File: config.mk
export PLATFORM = sky130hd
export DESIGN_NAME = ysyx_24070014_lsu
export DESIGN_NICKNAME = d
export VERILOG_FILES = /design/src/rtl/ysyx_24070014_pkg.sv /design/src/rtl/ysyx_24070014_load_align.sv /design/src/rtl/ysyx_24070014_lsu.sv
export SDC_FILE = /design/constraint.sdc
export NUM_CORES = 1
export LEC_CHECK = 0
export CORE_MARGIN = 5
export CORE_UTILIZATION = 35
export DETAILED_ROUTE_END_ITERATION = 8
export GPL_TIMING_DRIVEN = 0
export PLACE_DENSITY = 0.65
export SYNTH_ARGS = -nofsm -noshare
export SYNTH_HDL_FRONTEND = slang
export SYNTH_SLANG_ARGS = --single-unit
File: constraint.sdc
create_clock -name clk -period 2.5 [get_ports clk]
set_clock_uncertainty 0.1 [all_clocks]
set_input_delay 0.25 -clock clk [delete_from_list [all_inputs] [get_ports clk]]
set_output_delay 0.25 -clock clk [all_outputs]
set_load 0.005 [all_outputs]
File: src/rtl/ysyx_24070014_pkg.sv
`default_nettype none
// ============================================================================
// Module : ysyx_24070014_pkg
// Shared funct3, FSM state and byte-lane mask encodings for the LSU.
// Rev    : 1.0
// ============================================================================
package ysyx_24070014_pkg;

  localparam logic [2:0] c_f3_b  = 3'b000;
  localparam logic [2:0] c_f3_h  = 3'b001;
  localparam logic [2:0] c_f3_w  = 3'b010;
  localparam logic [2:0] c_f3_bu = 3'b100;
  localparam logic [2:0] c_f3_hu = 3'b101;

  localparam logic [1:0] c_st_idle   = 2'd0;
  localparam logic [1:0] c_st_access = 2'd1;
  localparam logic [1:0] c_st_resp   = 2'd2;

  localparam logic [3:0] c_mask_b = 4'b0001;
  localparam logic [3:0] c_mask_h = 4'b0011;
  localparam logic [3:0] c_mask_w = 4'b1111;

  // Stores only have signed-width codes; unsigned variants are load-only.
  function automatic logic is_illegal(input logic wen, input logic [2:0] funct3);
    logic bad;
    bad = 1'b1;
    case (funct3)
      c_f3_b, c_f3_h, c_f3_w: bad = 1'b0;
      c_f3_bu, c_f3_hu:       bad = wen;
      default:                bad = 1'b1;
    endcase
    return bad;
  endfunction

  function automatic logic is_misaligned(input logic [2:0] funct3, input logic [1:0] offset);
    return ((funct3[1:0] == 2'b01) && offset[0]) ||
           ((funct3[1:0] == 2'b10) && (offset != 2'b00));
  endfunction

endpackage
`default_nettype wire

File: src/rtl/ysyx_24070014_load_align.sv
`default_nettype none
// ============================================================================
// Module : ysyx_24070014_load_align
// Moves the addressed byte/halfword to bit 0 and sign- or zero-extends it.
// Rev    : 1.0
// ============================================================================
module ysyx_24070014_load_align
  import ysyx_24070014_pkg::*;
#(
  parameter int WORD_LEN = 32
) (
  input  logic [WORD_LEN-1:0] rdata,
  input  logic [1:0]          offset,
  input  logic [2:0]          funct3,
  output logic [WORD_LEN-1:0] data
);

  logic [WORD_LEN-1:0] w_shifted;

  assign w_shifted = rdata >> {offset, 3'b000};

  always_comb begin
    data = '0;
    case (funct3)
      c_f3_b:  data = {{(WORD_LEN-8){w_shifted[7]}}, w_shifted[7:0]};
      c_f3_h:  data = {{(WORD_LEN-16){w_shifted[15]}}, w_shifted[15:0]};
      c_f3_w:  data = w_shifted;
      c_f3_bu: data = {{(WORD_LEN-8){1'b0}}, w_shifted[7:0]};
      c_f3_hu: data = {{(WORD_LEN-16){1'b0}}, w_shifted[15:0]};
      default: data = '0;
    endcase
  end

endmodule
`default_nettype wire

File: src/rtl/ysyx_24070014_lsu.sv
`default_nettype none
// ============================================================================
// Module : ysyx_24070014_lsu
// Single-outstanding load/store unit: IDLE -> ACCESS (LATENCY cycles) -> RESP.
// Rev    : 1.0
// ============================================================================
module ysyx_24070014_lsu
  import ysyx_24070014_pkg::*;
#(
  parameter int ADDR_WIDTH = 32,
  parameter int WORD_LEN   = 32,
  parameter int LATENCY    = 1
) (
  input  logic                  clk,
  input  logic                  reset,
  input  logic                  req_valid,
  output logic                  req_ready,
  input  logic [ADDR_WIDTH-1:0] req_addr,
  input  logic [WORD_LEN-1:0]   req_wdata,
  input  logic                  req_wen,
  input  logic [2:0]            req_funct3,
  output logic                  resp_valid,
  input  logic                  resp_ready,
  output logic [WORD_LEN-1:0]   resp_rdata,
  output logic                  resp_err,
  output logic [ADDR_WIDTH-1:0] mem_addr,
  output logic [WORD_LEN-1:0]   mem_wdata,
  output logic                  mem_wen,
  output logic [3:0]            mem_mask,
  input  logic [WORD_LEN-1:0]   mem_rdata
);

  localparam int              CNT_W      = (LATENCY > 1) ? $clog2(LATENCY) : 1;
  localparam logic [CNT_W-1:0] c_cnt_load = CNT_W'(LATENCY - 1);

  logic [1:0]            r_state;
  logic [CNT_W-1:0]      r_cnt;
  logic [ADDR_WIDTH-1:0] r_addr;
  logic [WORD_LEN-1:0]   r_wdata;
  logic                  r_wen;
  logic [2:0]            r_funct3;
  logic [WORD_LEN-1:0]   r_rdata;
  logic                  r_err;

  logic                  w_bad;
  logic                  w_access;
  logic                  w_last;
  logic [WORD_LEN-1:0]   w_load_data;

  assign w_bad    = is_illegal(req_wen, req_funct3) | is_misaligned(req_funct3, req_addr[1:0]);
  assign w_access = (r_state == c_st_access);
  assign w_last   = w_access && (r_cnt == '0);

  ysyx_24070014_load_align #(
    .WORD_LEN (WORD_LEN)
  ) u_load_align (
    .rdata  (mem_rdata),
    .offset (r_addr[1:0]),
    .funct3 (r_funct3),
    .data   (w_load_data)
  );

  always_ff @(posedge clk) begin
    if (reset) begin
      r_state  <= c_st_idle;
      r_cnt    <= '0;
      r_addr   <= '0;
      r_wdata  <= '0;
      r_wen    <= 1'b0;
      r_funct3 <= '0;
      r_rdata  <= '0;
      r_err    <= 1'b0;
    end else begin
      case (r_state)
        c_st_idle: begin
          if (req_valid) begin
            r_addr   <= req_addr;
            r_wdata  <= req_wdata;
            r_wen    <= req_wen;
            r_funct3 <= req_funct3;
            r_rdata  <= '0;
            if (w_bad) begin
              r_err   <= 1'b1;
              r_state <= c_st_resp;
            end else begin
              r_err   <= 1'b0;
              r_cnt   <= c_cnt_load;
              r_state <= c_st_access;
            end
          end
        end
        c_st_access: begin
          if (r_cnt != '0) begin
            r_cnt <= r_cnt - CNT_W'(1);
          end else begin
            r_rdata <= r_wen ? '0 : w_load_data;
            r_state <= c_st_resp;
          end
        end
        c_st_resp: begin
          if (resp_ready) begin
            r_rdata <= '0;
            r_err   <= 1'b0;
            r_state <= c_st_idle;
          end
        end
        default: r_state <= c_st_idle;
      endcase
    end
  end

  // Store data is replicated across lanes so the mask alone selects the bytes.
  always_comb begin
    mem_mask  = '0;
    mem_wdata = '0;
    if (w_access) begin
      case (r_funct3[1:0])
        2'b00: begin
          mem_mask  = c_mask_b << r_addr[1:0];
          mem_wdata = {(WORD_LEN/8){r_wdata[7:0]}};
        end
        2'b01: begin
          mem_mask  = c_mask_h << r_addr[1:0];
          mem_wdata = {(WORD_LEN/16){r_wdata[15:0]}};
        end
        default: begin
          mem_mask  = c_mask_w;
          mem_wdata = r_wdata;
        end
      endcase
    end
  end

  assign mem_addr   = w_access ? {r_addr[ADDR_WIDTH-1:2], 2'b00} : '0;
  assign mem_wen    = w_last && r_wen && !reset;
  assign req_ready  = (r_state == c_st_idle);
  assign resp_valid = (r_state == c_st_resp);
  assign resp_rdata = r_rdata;
  assign resp_err   = r_err;

endmodule
`default_nettype wire

==> results of run 1 <==
[power groups by stage]
stage	Clock (mW)	Sequential (mW)	Combinational, mW
2_1_floorplan	0	1.80	0.485
3_5_place_dp	0	1.82	0.847
4_1_cts	1.56	1.79	0.856
5_1_grt	1.62	1.80	0.943
6_report	1.52	1.79	0.855
3_3_place_gp	0	1.82	0.846
[stage by stage]
stage | setup WS, ps | power (mW) | std cells | setup TNS [ps]
6_report | 136 | 4.16 | 1073 | 0
5_1_grt | -5.67 | 4.36 | 1073 | -5.67
4_1_cts | 2.28 | 4.20 | 1073 | 0
3_5_place_dp | 21.8 | 2.67 | 1059 | 0
3_3_place_gp | 13.6 | 2.67 | 1059 | 0
2_1_floorplan | 729 | 2.29 | 671 | 0
[repair_timing]
| item | in CTS | in global routing |
|---|---|---|
| setup buffers | 0 | 1 |
| setup endpoints to repair | 44 | 41 |
| gates resized for setup | 17 | 20 |
| hold buffers | 0 | 0 |
[sequential cells by signal (all words and copies together), names as in the netlist]
name and count:
r_addr 32, r_funct3 3, r_state 2, r_wdata 32, r_wen 1, resp_err 1, resp_rdata 32
[cell type report]
| cell class | count | share of cell area |
|---|---|---|
| multi-input cells | 505 | 0.368 |
| flip-flops and latches | 103 | 0.262 |
| repair buffers | 205 | 0.260 |
| plain buffers | 59 | 0.0391 |
| clock buffers | 11 | 0.0308 |
| well taps | 184 | 0.0292 |
| clock inverters | 4 | 0.00890 |
| inverters | 2 | 0.00143 |
[cells in the mapped netlist (3+ instances only)]
master	count
a211oi_2	8
a21oi_1	114
a221oi_2	8
a22oi_1	9
a32oi_1	7
and2_1	39
buf_1	3
buf_2	16
clkbuf_1	38
dfxtp_1	103
mux2i_1	40
nand2_1	170
nor2_1	44
nor2b_1	3
nor3_1	9
o21ai_0	10
o2bb2ai_1	8
o31ai_1	8
[metal layers]
layer / up-vias / global-route usage / wire length, um
li1: 2720 / - / -
met1: 2488 / 0.270 / 8190
met2: 215 / 0.315 / 8130
met3: 18 / 0.0691 / 1710
met4: 0 / 0.0628 / 289
met5: - / 0 / 0
[worst min path at each step]
stage,depth (start not counted),slack (ps),endpoint
final,3,340,r_addr[30]
after global routing,3,340,r_addr[8]
after CTS,3,320,r_addr[14]
after detailed placement,2,340,r_addr[13]
after global placement,2,340,resp_rdata[18]
after floorplan,2,290,r_addr[10]
[cell families (layout without fill, tap and decap cells)]
group	after synthesis	after routing	synth area share
muxes	42	42	0.0834
DFF	103	103	0.394
other	1	2	0.000716
and+or+nand+nor	280	280	0.239
buffers and inverters	63	281	0.0533
AOI/OAI and AO/OA	181	181	0.230
[worst max-delay path, delay by kind of cell (launching register included)]
family | cells | cell delay, ps
buffers and inverters | 3 | 940
flip-flops | 1 | 370
AND/OR/NAND/NOR | 2 | 350
==> run metrics, run 1 <==
status=finished clean; Residual DRC=0; Clock Tree Buf Depth=2; maximum number of pins on one net before global-route repair=20; WHS=339 ps; most common cell after layout, fill and taps aside=clkdlybuf4s50_1; final hold viol count=0; startpoint of the tightest hold check path=req_addr[30]; Synth Cell Area=approximately 5200 um^2; CTS Sinks=103; final period demand of the worst path=2360 ps; element type at the critical path start=register; number of library cell types mapped by synthesis=44; Routed Antenna Nets=0; kind of end point of the critical path=primary output; path class of the lowest-slack min-delay path=input pin to register; sequential share of power=0.429; x dimension of the die=between 100 and 150 um; boundary pin count=208; Lkg Pwr=2.78 nW; library cell appearing most often on the critical path=clkbuf_4; share of the core filled with cells=0.540; via count of the first global-routing pass=roughly 5300; per-instance average area after synthesis=7.81 um^2; aggregate global routing overflow=0; routed length per placed instance=17.1 um; clock slew at the register clock pins of the worst setup and hold paths=70 ps; number of synthesized flops with an enable pin=0; class of the most critical setup path=register to primary output; Post-synth ARST share=0; area growth from synthesis to layout=50.4%; leading cell types in the layout, fill and taps excluded=clkdlybuf4s50_1 (203), nand2_1 (170), a21oi_1 (114); Crit Path Max Fanout=10; area share of the largest cell type after synthesis=0.394; first-pass GRT wire length=about 29000 um; proportion of layout cells with a drive suffix above 1=0.0866; maximum vdd drop=331 uV; Sw Pwr=1.15 mW; top_reg_cell synth=dfxtp_1; slowest CP cell=clkdlybuf4s50_1; Seq cells post-synth=approximately 100; power per standard cell area=529 nW/um^2; final standard cell area without fillers=7880 um^2; internal power=3.02 mW; max-capacitance violation count=0; post-route fraction of the period consumed by the critical path=0.945; Diodes inserted=0; endpoint of the most critical register-to-register path=resp_rdata[14]; global placement routability congestion=0.863; sequential cell area=between 2000 and 2500 um^2; standard cell core area=14600 um^2; combined area of the multi-input logic cells=2900 um^2; total track usage=0.204; Highest Clock Rate=roughly 420 MHz; cell taking the most area after synthesis=dfxtp_1; CP Launch Point=r_state[1]; final net count=989; Clk network pwr share=0.365; detailed router's first-iteration violation count=362; power share of the combinational group=0.205; sequential area share after synthesis=0.394; critical path cell sequence=nand2b_1, clkbuf_4, clkbuf_4, nor2_1, clkdlybuf4s50_1; count of port buffers added during placement=between 200 and 250; root buf cell=clkbuf_16; Placed Area=about 7500 um^2; router iterations before antenna repair=4; maximum cell stage delay along the critical path=around 520 ps; Routed Wire Length=18300 um; effective utilization at floorplan=0.359; Tightest Pin Transition=627 ps; CTS H-tree lvls=3; number of antenna violations at the first check in global routing=0; setup slack, reg-to-reg=520 ps; TritonCTS clock tree=built; instance count of the mapped netlist=670; endpoint required time on the critical path=around 2200 ps; number of warnings issued by yosys=0; DP HPWL=roughly 14000 um; Critical path destination=mem_wdata[29]; Arrival @ worst endpoint=2010 ps; number of buffers inserted during clock tree synthesis=9; die height=approximately 130 um; Final Setup Violations=0; synth top area cells=dfxtp_1 (39%), nand2_1 (12%), a21oi_1 (11%); setup repair after global routing missed its margin=true; area enclosed by the die boundary=17500 um^2; Slew Limit Fails=0; Slew Limit Headroom=0.582; reg2reg start=r_state[1]; switching power as a share of total power=0.275; number of vias per cell after detailed routing=roughly 5.1; worst skew pair latency=350 ps; total of fill cells in the finished design=1476; depth of the worst register-to-register path=6; total vias in the final route=5441; FP Rows=44
Power figures use the tool's default switching activity.
==> run 2: changes to the inputs <==
SKIP_CTS_REPAIR_TIMING = 1   (was not set)
==> run metrics, run 2 (same netlist as run 1, synthesis figures left out) <==
power share of the combinational group=0.206; max-capacitance violation count=0; CTS H-tree lvls=3; power per standard cell area=529 nW/um^2; Sw Pwr=around 1.2 mW; final standard cell area without fillers=7900 um^2; area growth from synthesis to layout=50.9%; Tightest Pin Transition=around 630 ps; element type at the critical path start=register; number of antenna violations at the first check in global routing=0; kind of cell with the highest combined delay on the critical path=buffers and inverters; maximum number of pins on one net before global-route repair=16; number of buffers inserted during clock tree synthesis=9; total of fill cells in the finished design=approximately 1500; total track usage=0.204; leading cell types in the layout, fill and taps excluded=clkdlybuf4s50_1 (203), nand2_1 (170), a21oi_1 (114); Clk network pwr share=0.366; Crit Path Max Fanout=10; boundary pin count=208; Worst Path Buf+Inv=4; library cell appearing most often on the critical path=buf_6; Routed Wire Length=around 18000 um; total vias in the final route=5438; number of vias per cell after detailed routing=5.06; clock slew at the register clock pins of the worst setup and hold paths=~70 ps; area enclosed by the die boundary=17500 um^2; maximum vdd drop=332 uV; count of port buffers added during placement=about 200; setup repair after global routing missed its margin=true; Clock Tree Buf Depth=2; effective utilization at floorplan=0.359; x dimension of the die=132 um; Final Setup Violations=0; Routed Antenna Nets=0; critical path cell sequence=clkbuf_4, buf_6, buf_6, o21ai_0, a21oi_1, clkdlybuf4s50_1; routed length per placed instance=17.2 um; post-route fraction of the period consumed by the critical path=0.956; aggregate global routing overflow=0; Arrival @ worst endpoint=2040 ps; class of the most critical setup path=register to primary output; kind of end point of the critical path=primary output; Lkg Pwr=2.80 nW; Slew Limit Headroom=0.580; first-pass GRT wire length=28800 um; detailed router's first-iteration violation count=slightly above 400; DP HPWL=14100 um; final hold viol count=0; final net count=roughly 1000; endpoint required time on the critical path=~2200 ps; path class of the lowest-slack min-delay path=input pin to register; global placement routability congestion=0.863; switching power as a share of total power=0.277; final period demand of the worst path=2390 ps; via count of the first global-routing pass=~5300; TritonCTS clock tree=built; standard cell core area=~15000 um^2; die height=132 um; slowest CP cell=clkdlybuf4s50_1; most common cell after layout, fill and taps aside=clkdlybuf4s50_1; Highest Clock Rate=418 MHz; status=finished clean; root buf cell=clkbuf_16; FP Rows=between 40 and 50; CTS Sinks=between 100 and 150; internal power=3.02 mW; Slew Limit Fails=0; Residual DRC=0; router iterations before antenna repair=5; sequential share of power=0.428; worst skew pair latency=350 ps; Setup Total Neg Slack=0 ps; maximum cell stage delay along the critical path=approximately 560 ps; Placed Area=7510 um^2; Diodes inserted=0; proportion of layout cells with a drive suffix above 1=0.0888
[run 2: through the flow]
stage / setup slack, ps / hold WS [ps] / util / total power, mW / cells
final: 110 / 338 / 0.541 / 4.18 / 1074
after global routing: -6.37 / 335 / 0.541 / 4.36 / 1074
after CTS: -372 / 323 / 0.536 / 4.20 / 1074
after detailed placement: 21.8 / 342 / 0.515 / 2.67 / 1059
after global placement: 13.6 / 337 / 0.515 / 2.67 / 1059
after floorplan: 729 / 286 / - / 2.29 / 671
[run 2: path summary, 6_finish.rpt]
path / to / from / slack (ps) / depth (start not counted)
hold reg to reg: resp_rdata[18] / resp_rdata[18] / 350 / 2
hold / removal: r_addr[8] / req_addr[8] / 340 / 3
setup reg to reg: resp_rdata[14] / r_state[1] / 500 / 6
setup / recovery: mem_mask[3] / r_addr[1] / 110 / 6
[run 2: layout make-up]
cell class / count / area, um^2 / area share
well taps: 184 / 230 / 0.0292
repair buffers: 205 / 2050 / 0.260
plain buffers: 60 / 324 / 0.0410
clock buffers: 11 / 243 / 0.0307
multi-input cells: 505 / 2900 / 0.368
flip-flops and latches: 103 / 2060 / 0.261
clock inverters: 4 / 70.1 / 0.00887
inverters: 2 / 11.3 / 0.00143
[run 2: power groups by stage]
stage / sequential, mW / combinational [mW] / clock [mW]
final: 1.79 / 0.861 / 1.53
after global routing: 1.80 / 0.947 / 1.62
after CTS: 1.79 / 0.851 / 1.56
after detailed placement: 1.82 / 0.847 / 0
after global placement: 1.82 / 0.846 / 0
after floorplan: 1.80 / 0.485 / 0
[run 2: metal layers]
layer | track usage | share of wire
met1 | 0.270 | 0.45
met2 | 0.315 | 0.44
met4 | 0.0628 | 0.016
met3 | 0.0687 | 0.096
met5 | 0 | 0
[run 2: worst register-to-register path, delay by kind of cell, from the launching register on]
family	cells	cell delay (ps)
buf+inv	2	680
compound gates	2	460
flops	1	370
simple gates	2	310
